## config.mk

```make
export PLATFORM = sky130hd
export DESIGN_NAME = dump_frame_rx
export DESIGN_NICKNAME = d
export VERILOG_FILES = /design/src/rtl/dump_pkg.sv /design/src/rtl/dump_gap_timer.sv /design/src/rtl/dump_frame_rx.sv
export SDC_FILE = /design/constraint.sdc
export NUM_CORES = 1
export LEC_CHECK = 0
export CAP_MARGIN = 20
export CORE_MARGIN = 2
export CORE_UTILIZATION = 51
export DETAILED_ROUTE_END_ITERATION = 7
export HOLD_SLACK_MARGIN = 0.15
export PLACE_DENSITY = 0.79
export SKIP_LAST_GASP = 1
export SYNTH_ARGS = -nofsm -noshare
export SYNTH_HDL_FRONTEND = slang
export SYNTH_SLANG_ARGS = --single-unit
```

## constraint.sdc

```tcl
create_clock -name clk -period 1.9 [get_ports clk]
set_clock_uncertainty 0.2 [all_clocks]
set_input_delay 0.475 -clock clk [delete_from_list [all_inputs] [get_ports clk]]
set_output_delay 0.475 -clock clk [all_outputs]
set_load 0.03 [all_outputs]
```

## src/rtl/dump_pkg.sv

```systemverilog
// Shared constants, receiver FSM states and checksum helpers for the dump
// frame link (receiver and transmitter).
package dump_pkg;

  localparam logic [7:0] HDR_SAMPLE      = 8'h0A;
  localparam logic [7:0] HDR_LOGIC       = 8'h0C;
  localparam logic       REC_TYPE_SAMPLE = 1'b0;
  localparam logic       REC_TYPE_LOGIC  = 1'b1;
  localparam int         REC_W           = 32;
  localparam int         CK_W            = 6;

  typedef enum logic [2:0] {
    ST_HUNT  = 3'd0,
    ST_P1    = 3'd1,
    ST_P2    = 3'd2,
    ST_P3    = 3'd3,
    ST_P4    = 3'd4,
    ST_P5    = 3'd5,
    ST_CHECK = 3'd6
  } rx_state_e;

  // Sample checksum sums the 24 bits of V and I as three bytes.
  function automatic logic [CK_W-1:0] sample_cksum(input logic [11:0] v, input logic [11:0] i);
    logic [7:0] sum;
    sum = v[11:4] + {v[3:0], i[11:8]} + i[7:0];
    return sum[CK_W-1:0];
  endfunction

  function automatic logic [CK_W-1:0] logic_cksum(input logic [15:0] d);
    logic [7:0] sum;
    sum = d[15:8] + d[7:0];
    return sum[CK_W-1:0];
  endfunction

endpackage

```

## src/rtl/dump_gap_timer.sv

```systemverilog
// Inter-byte gap timer: counts idle cycles while enabled, restarts on each
// received byte and pulses expire once more than GAP_TIMEOUT cycles have passed.
module dump_gap_timer #(
  parameter int GAP_TIMEOUT = 100000
) (
  input  logic clk,
  input  logic rst,
  input  logic en,
  input  logic restart,
  output logic expire
);

  localparam int CNT_W = (GAP_TIMEOUT < 1) ? 1 : $clog2(GAP_TIMEOUT + 1);
  localparam logic [CNT_W-1:0] LIMIT = CNT_W'(GAP_TIMEOUT);

  logic [CNT_W-1:0] cnt_reg;

  always_ff @(posedge clk or negedge rst) begin
    if (!rst) begin
      cnt_reg <= '0;
    end else if (!en || restart) begin
      cnt_reg <= '0;
    end else if (cnt_reg != LIMIT) begin
      cnt_reg <= cnt_reg + CNT_W'(1);
    end
  end

  // cnt_reg reaches LIMIT on the GAP_TIMEOUT-th idle cycle; one more idle cycle expires.
  assign expire = en && !restart && (cnt_reg == LIMIT);

endmodule

```

## src/rtl/dump_frame_rx.sv

```systemverilog
// Dump frame receiver: decodes 6-byte sample/logic frames into 32-bit records.
// Checksum verification is built only when DUMP_RX_CHECKSUM_EN is defined.
module dump_frame_rx
  import dump_pkg::*;
#(
  parameter int GAP_TIMEOUT = 100000
) (
  input  logic             clk,
  input  logic             rst,
  input  logic [7:0]       rx_byte,
  input  logic             rx_dv,
  output logic [REC_W-1:0] rec_data,
  output logic             rec_type,
  output logic             rec_valid,
  input  logic             rec_ready,
  output logic             cksum_err,
  output logic             frame_err,
  output logic             overflow
);

  rx_state_e        state_reg, state_next;
  logic             type_reg;
  logic [7:0]       pay_reg [5];
  logic [REC_W-1:0] rec_data_reg;
  logic             rec_type_reg;
  logic             rec_valid_reg;
  logic             cksum_err_reg, frame_err_reg, overflow_reg;

  logic             hdr_hit, load_hdr, load_rec, expire;
  logic             frame_err_next, cksum_err_next, overflow_next;
  logic             rsv_bad, ck_ok;
  logic [11:0]      v_val, i_val;
  logic [15:0]      d_val;
  logic [CK_W-1:0]  ck_rx;
  logic [REC_W-1:0] rec_word;

  assign hdr_hit = rx_dv && ((rx_byte == HDR_SAMPLE) || (rx_byte == HDR_LOGIC));

  dump_gap_timer #(.GAP_TIMEOUT(GAP_TIMEOUT)) u_gap (
    .clk    (clk),
    .rst    (rst),
    .en     (state_reg != ST_HUNT),
    .restart(rx_dv),
    .expire (expire)
  );

  // Payload byte n is captured by the rx_dv seen in state P(n+1).
  genvar gi;
  generate
    for (gi = 0; gi < 5; gi++) begin : g_pay
      always_ff @(posedge clk or negedge rst) begin
        if (!rst) begin
          pay_reg[gi] <= '0;
        end else if (rx_dv && (state_reg == rx_state_e'(3'(gi + 1)))) begin
          pay_reg[gi] <= rx_byte;
        end
      end
    end
  endgenerate

  assign v_val = {pay_reg[0][3:0], pay_reg[1]};
  assign i_val = {pay_reg[2][3:0], pay_reg[3]};
  assign d_val = {pay_reg[0], pay_reg[1]};
  assign ck_rx = pay_reg[4][CK_W-1:0];

  assign rec_word = (type_reg == REC_TYPE_LOGIC) ? {d_val, 8'h00, ck_rx, 2'b11}
                                                 : {v_val, i_val, ck_rx, 1'b0, 1'b1};

  assign rsv_bad = (pay_reg[4][7:6] != 2'b00) ||
                   ((type_reg == REC_TYPE_LOGIC) ? ((pay_reg[2] != 8'h00) || (pay_reg[3] != 8'h00))
                                                 : ((pay_reg[0][7:4] != 4'h0) || (pay_reg[2][7:4] != 4'h0)));

`ifdef DUMP_RX_CHECKSUM_EN
  assign ck_ok = (ck_rx == ((type_reg == REC_TYPE_LOGIC) ? logic_cksum(d_val)
                                                         : sample_cksum(v_val, i_val)));
`else
  assign ck_ok = 1'b1;
`endif

  always_ff @(posedge clk or negedge rst) begin
    if (!rst) state_reg <= ST_HUNT;
    else      state_reg <= state_next;
  end

  always_comb begin
    state_next     = state_reg;
    load_hdr       = 1'b0;
    load_rec       = 1'b0;
    frame_err_next = 1'b0;
    cksum_err_next = 1'b0;
    overflow_next  = 1'b0;
    case (state_reg)
      ST_HUNT: begin
        if (hdr_hit) begin
          state_next = ST_P1;
          load_hdr   = 1'b1;
        end
      end
      ST_P1, ST_P2, ST_P3, ST_P4, ST_P5: begin
        if (expire) begin
          state_next     = ST_HUNT;
          frame_err_next = 1'b1;
        end else if (rx_dv) begin
          case (state_reg)
            ST_P1:   state_next = ST_P2;
            ST_P2:   state_next = ST_P3;
            ST_P3:   state_next = ST_P4;
            ST_P4:   state_next = ST_P5;
            default: state_next = ST_CHECK;
          endcase
        end
      end
      ST_CHECK: begin
        // Error priority: frame > checksum > overflow; a good frame may load
        // into a register that is being emptied in this same cycle.
        if (rsv_bad)                         frame_err_next = 1'b1;
        else if (!ck_ok)                     cksum_err_next = 1'b1;
        else if (rec_valid_reg && !rec_ready) overflow_next = 1'b1;
        else                                 load_rec       = 1'b1;
        state_next = hdr_hit ? ST_P1 : ST_HUNT;
        load_hdr   = hdr_hit;
      end
      default: state_next = ST_HUNT;
    endcase
  end

  always_ff @(posedge clk or negedge rst) begin
    if (!rst) begin
      type_reg      <= REC_TYPE_SAMPLE;
      rec_data_reg  <= '0;
      rec_type_reg  <= REC_TYPE_SAMPLE;
      rec_valid_reg <= 1'b0;
      frame_err_reg <= 1'b0;
      cksum_err_reg <= 1'b0;
      overflow_reg  <= 1'b0;
    end else begin
      frame_err_reg <= frame_err_next;
      cksum_err_reg <= cksum_err_next;
      overflow_reg  <= overflow_next;
      if (load_hdr) begin
        type_reg <= (rx_byte == HDR_LOGIC) ? REC_TYPE_LOGIC : REC_TYPE_SAMPLE;
      end
      if (load_rec) begin
        rec_data_reg  <= rec_word;
        rec_type_reg  <= type_reg;
        rec_valid_reg <= 1'b1;
      end else if (rec_valid_reg && rec_ready) begin
        rec_valid_reg <= 1'b0;
      end
    end
  end

  assign rec_data  = rec_data_reg;
  assign rec_type  = rec_type_reg;
  assign rec_valid = rec_valid_reg;
  assign cksum_err = cksum_err_reg;
  assign frame_err = frame_err_reg;
  assign overflow  = overflow_reg;

endmodule
```

Word level (Yosys, flattened, before mapping)
Cells that the tools add are included.

Add/sub/neg operators: 1. Eq/ne operators: 12. Multiplexer cells: 24. Reductions and logical operators: 29.

Operators by type and width (count): 2-to-1 mux 17 bit (2); 2-to-1 mux 32 bit (1); adder 17 x 1 -> 17 bit, second input constant (1); == test 17 bit, second input constant (1); != test 17 bit, second input constant (1); == test 8 x 4 -> 1 bit, second input constant (2); nonzero test 8 bit (2); 2-to-1 mux 1 bit (14); case mux 3 bit (4 select lines) (1); logical AND 1 bit (10); == test 3 bit, second input constant (3); 2-to-1 mux 3 bit (3); case mux 3 bit (3 select lines) (1); nonzero test 4 bit (2); == test 3 x 2 -> 1 bit, second input constant (2); nonzero test 2 bit (3); logical OR 1 bit (5); OR reduction 5 bit (1); case mux 1 bit (2 select lines) (2); == test 3 x 1 -> 1 bit, second input constant (1); logical NOT 1 bit (3); logical NOT 3 bit (1); != test 3 bit, second input constant (1); nonzero test 3 bit (1); other kinds (2) (2).

Flip-flop bits (word level): 97. Output and inout port bits: 37. Word-level logic and storage cells: 79.

Logic depth before layout (Yosys ltp)
Depth in word-level cells: 7. Mapped depth: 6. Gate-level depth less buffers: 6.

Hierarchy
Synthesis repeated with hierarchy kept, for this count alone.

Cell total of the unflattened synthesis: 328. Area total of the unflattened synthesis: 4531.8 sq um.

Modules (own cells, without submodules): dump_frame_rx (times used 1, cells each 235, area an instance 3607.2 sq um, sequential area each 1976.9 sq um); dump_gap_timer (times used 1, cells each 93, area an instance 924.6 sq um, sequential area each 425.4 sq um).

Worst setup path before layout
Ideal clock, no wire load.

Path kind: register to register. From: register pay_reg (netlist bit i_val[3]). To: register rec_data_reg[10], in the netlist rec_data[10]. Arrival time: 1835 ps. Slack: -260 ps. Cell stages (with the launch flop): 6. Path buffers: 1. Path through: dfrtp_1 > nor4b_4 > nand4_2 > a2111oi_4 > buf_6 > mux2_4.

Cells in the longest elaborated chain, start to end: 6.

Ends and longest elaborated chain: start, declared (RTL line dump_frame_rx.sv:23) `logic [7:0] pay_reg [5];`; start signal, assigned by index (RTL line dump_frame_rx.sv:55) `pay_reg[gi] <= rx_byte;`; nonzero test 8 bit (RTL line dump_frame_rx.sv:70) `((type_reg == REC_TYPE_LOGIC) ? ((pay_reg[2] != 8'h00) || (pay_reg[3] != 8'h00))`; logical OR 1 bit (RTL line dump_frame_rx.sv:70); 2-to-1 mux 1 bit (RTL line dump_frame_rx.sv:70); logical OR 1 bit (RTL line dump_frame_rx.sv:69) `assign rsv_bad = (pay_reg[4][7:6] != 2'b00) ||`; 2-to-1 mux 1 bit (RTL line dump_frame_rx.sv:116) `if (rsv_bad) frame_err_next = 1'b1;`; 2-to-1 mux 1 bit (RTL line dump_frame_rx.sv:92) `case (state_reg)`; end signal, assigned (RTL line dump_frame_rx.sv:144) `rec_data_reg <= rec_word;`; end, declared (RTL line dump_frame_rx.sv:24) `logic [REC_W-1:0] rec_data_reg;`.

Every way passes these cells. A chain may end at the register's enable or synchronous reset.

Final worst setup path
From: register pay_reg (netlist bit i_val[9]). To: register rec_data_reg[21], in the netlist rec_data[21].

The elaborated chain is that of the path after synthesis.

==> results.ini <==
[grt]
top_usage_layer = met2
grtUsageMet2 = 0.367
grtUsageMet3 = 0.0388
overflow = 0
grt_pass1_wl_um = 16400
grtUsageTotal = 0.218
grt_pass1_vias = 3235
grt_max_degree = 43
grt_util_met1 = 0.280
antenna_found_initial = 0

[critical_path]
r2r_start = i_val[9]$_DFFE_PN0P_
critical_path_arrival_ns = 2.30
required_ns = 1.95
setup.worst_path.start = i_val[9]$_DFFE_PN0P_
worst_setup_path_end_kind = flop
path_class = flop to flop
cp_max_fo = 8
start_kind = flop

[pwr]
power_density_nw_per_um2 = 1010
peakVddDrop_mv = 0.565
p_leak_nw = 2.77

[cts]
clkTransAtPathRegs_ns = 0.11
clk_path_buf_depth = 2
cts_tree = done
cts-root-buf = clkbuf_8
htree_levels = 3
clock_sinks = 96
clock_latency_ns = 0.38
cts_buffers = 9

[synthesis]
synth_cell_types = 43
synth_nets = 346
async_flop_share = 1.00
dominantRegCellSynth = dfrtp_1
yosys-top-cells-area = dfrtp_1, mux2_2, mux2_4
yosysWarnings = 0
syn_avg_cell_area_um2 = 13.4
synth_seq_cells = 96
synth_top_area_frac = 0.539
ys_seq_area_frac = 0.539
synth-edff-count = 0
synth_area_um2 = 4460
synth_cells = 332
yosys.area.top_type = dfrtp_1

[die]
core-area_um2 = 8590
placementRows = 34
initial_utilization = 0.519
die_w_um = 97.5
die_y_um = 97.5
io_pins = 49
die_area_um2 = 9510

[timing]
hold_viol_final = 0
fmax_ghz = 0.445
final.setup.worst_slack_ns = -0.348
setup_viol = 38
min_period_ns = 2.25
grt_setup_unrepaired = yes
drv_slew = 0
finalCritPeriodShare = 1.18

[hold_path]
min_from = rec_data[0]$_DFFE_PN0P_
hold_class = flop to flop

[layout]
area_growth_pct = 31.1
final_common_cell = dfrtp_1
stdcell_area_um2 = 5840
largest_reg_flops = 32
drive_gt1_frac = 0.440
num-nets-final = 461
utilization = 0.680
final_cell_mix = dfrtp_1, buf_4, mux2_2, dlygate4sd2_1, mux2_4
antenna_cells = 0

[detailed_routing]
via_per_inst = 5.46
drtIter0Drc = 118
dr.pass1.iters = 4
routed_wl_um = 9990
wire_per_inst_um = 17.8
vias = 3057
drtAntennaViolNets = 0
post-route-drc-count = 0

[status]
violations = negative setup slack
status = complete, but fails checks

[place]
hpwl_um = 6700
gp_congestion = 0.848
placed_area_um2 = 5480
io_buffers = 47

[job]
drv_cap = 0

[power by group]
part           switching [mW]  internal [mW]
clock                   0.771          0.506
sequential              0.361           2.51
combinational           0.734           1.03
total                    1.87           4.05
[what timing repair did]
item                       CTS  global route
setup endpoints to repair   92            45
buffers inserted             5             3
pin swaps                    7             9
resized for setup           48            16
hold buffers                 1             0
gates cloned                 1             1
hold endpoints to repair    72             0
[layout make-up]
class | count | area, µm²
fillers | 604 | 2750
repair buffers | 117 | 1050
flip-flops and latches | 96 | 2400
clock buffers | 9 | 124
multi-input cells | 214 | 2030
well taps | 108 | 135
clock inverters | 7 | 62.6
inverters | 9 | 33.8
[critical path: stages (launching register included)]
cell and delay [ns]:
dfrtp_1 0.42, nor4_4 0.32, nand4_2 0.20, a2111oi_4 0.33, buf_6 0.20, buf_8 0.16
mux2_4 0.30
[final timing paths]
kind / end / slack [ns] / cells past startpoint
min in group asynchronous: rec_data[15]$_DFFE_PN0P_ / 0.34 / 2
hold / removal: rec_data[0]$_DFFE_PN0P_ / 0.28 / 1
max in group asynchronous: d_val[5]$_DFFE_PN0P_ / 0.63 / 3
hold reg to reg: rec_data[0]$_DFFE_PN0P_ / 0.28 / 1
setup / recovery: rec_data[21]$_DFFE_PN0P_ / -0.35 / 6
setup reg to reg: rec_data[21]$_DFFE_PN0P_ / -0.35 / 6
[per-layer routing]
layer  vias up  part of all wire
li1       1407                 -
met1      1551              0.42
met2        77              0.51
met3        22             0.042
met4         0             0.026
met5         -                 0
[cells in the mapped netlist, types with 2 or more instances]
cell	instances
or3_1	4
nand2_1	8
buf_4	2
nand4b_1	2
mux2_4	29
ha_1	2
xor2_1	7
nor3_1	6
clkbuf_1	5
or4_1	2
nor2b_1	11
o21ai_0	7
buf_6	4
nand4_1	4
nor4b_2	2
nor4_1	5
buf_2	2
and3_1	3
inv_1	9
a31oi_1	2
o2bb2ai_1	2
dfrtp_1	96
a21o_1	2
nor2_1	20
a211oi_1	2
xnor2_1	8
a21oi_1	4
nand2b_1	3
mux2_2	56
nand3_1	9
or2_2	2
[kinds of logic after synthesis]
family	share of synthesized area
xor+xnor	0.0295
flops	0.539
compound gates	0.0373
simple gates	0.119
buf+inv	0.0275
other cells	0.000841
mux	0.241
fa+ha+maj	0.00561
[through the flow]
| step | hold slack [ns] | TNS (ns) | setup slack [ns] | total power, mW | std cells |
|---|---|---|---|---|---|
| floorplan | -0.0206 | -7.81 | -0.260 | 3.84 | 332 |
| CTS | 0.279 | -11.20 | -0.391 | 5.87 | 556 |
| detailed placement | 0.205 | -30.65 | -0.489 | 4.54 | 533 |
| finish | 0.277 | -10.62 | -0.348 | 5.92 | 560 |
| global route | 0.313 | -14.30 | -0.436 | 6.26 | 560 |
| global placement | 0.195 | -27.27 | -0.468 | 4.45 | 533 |
Note: power is estimated with default switching activity, not from simulation.
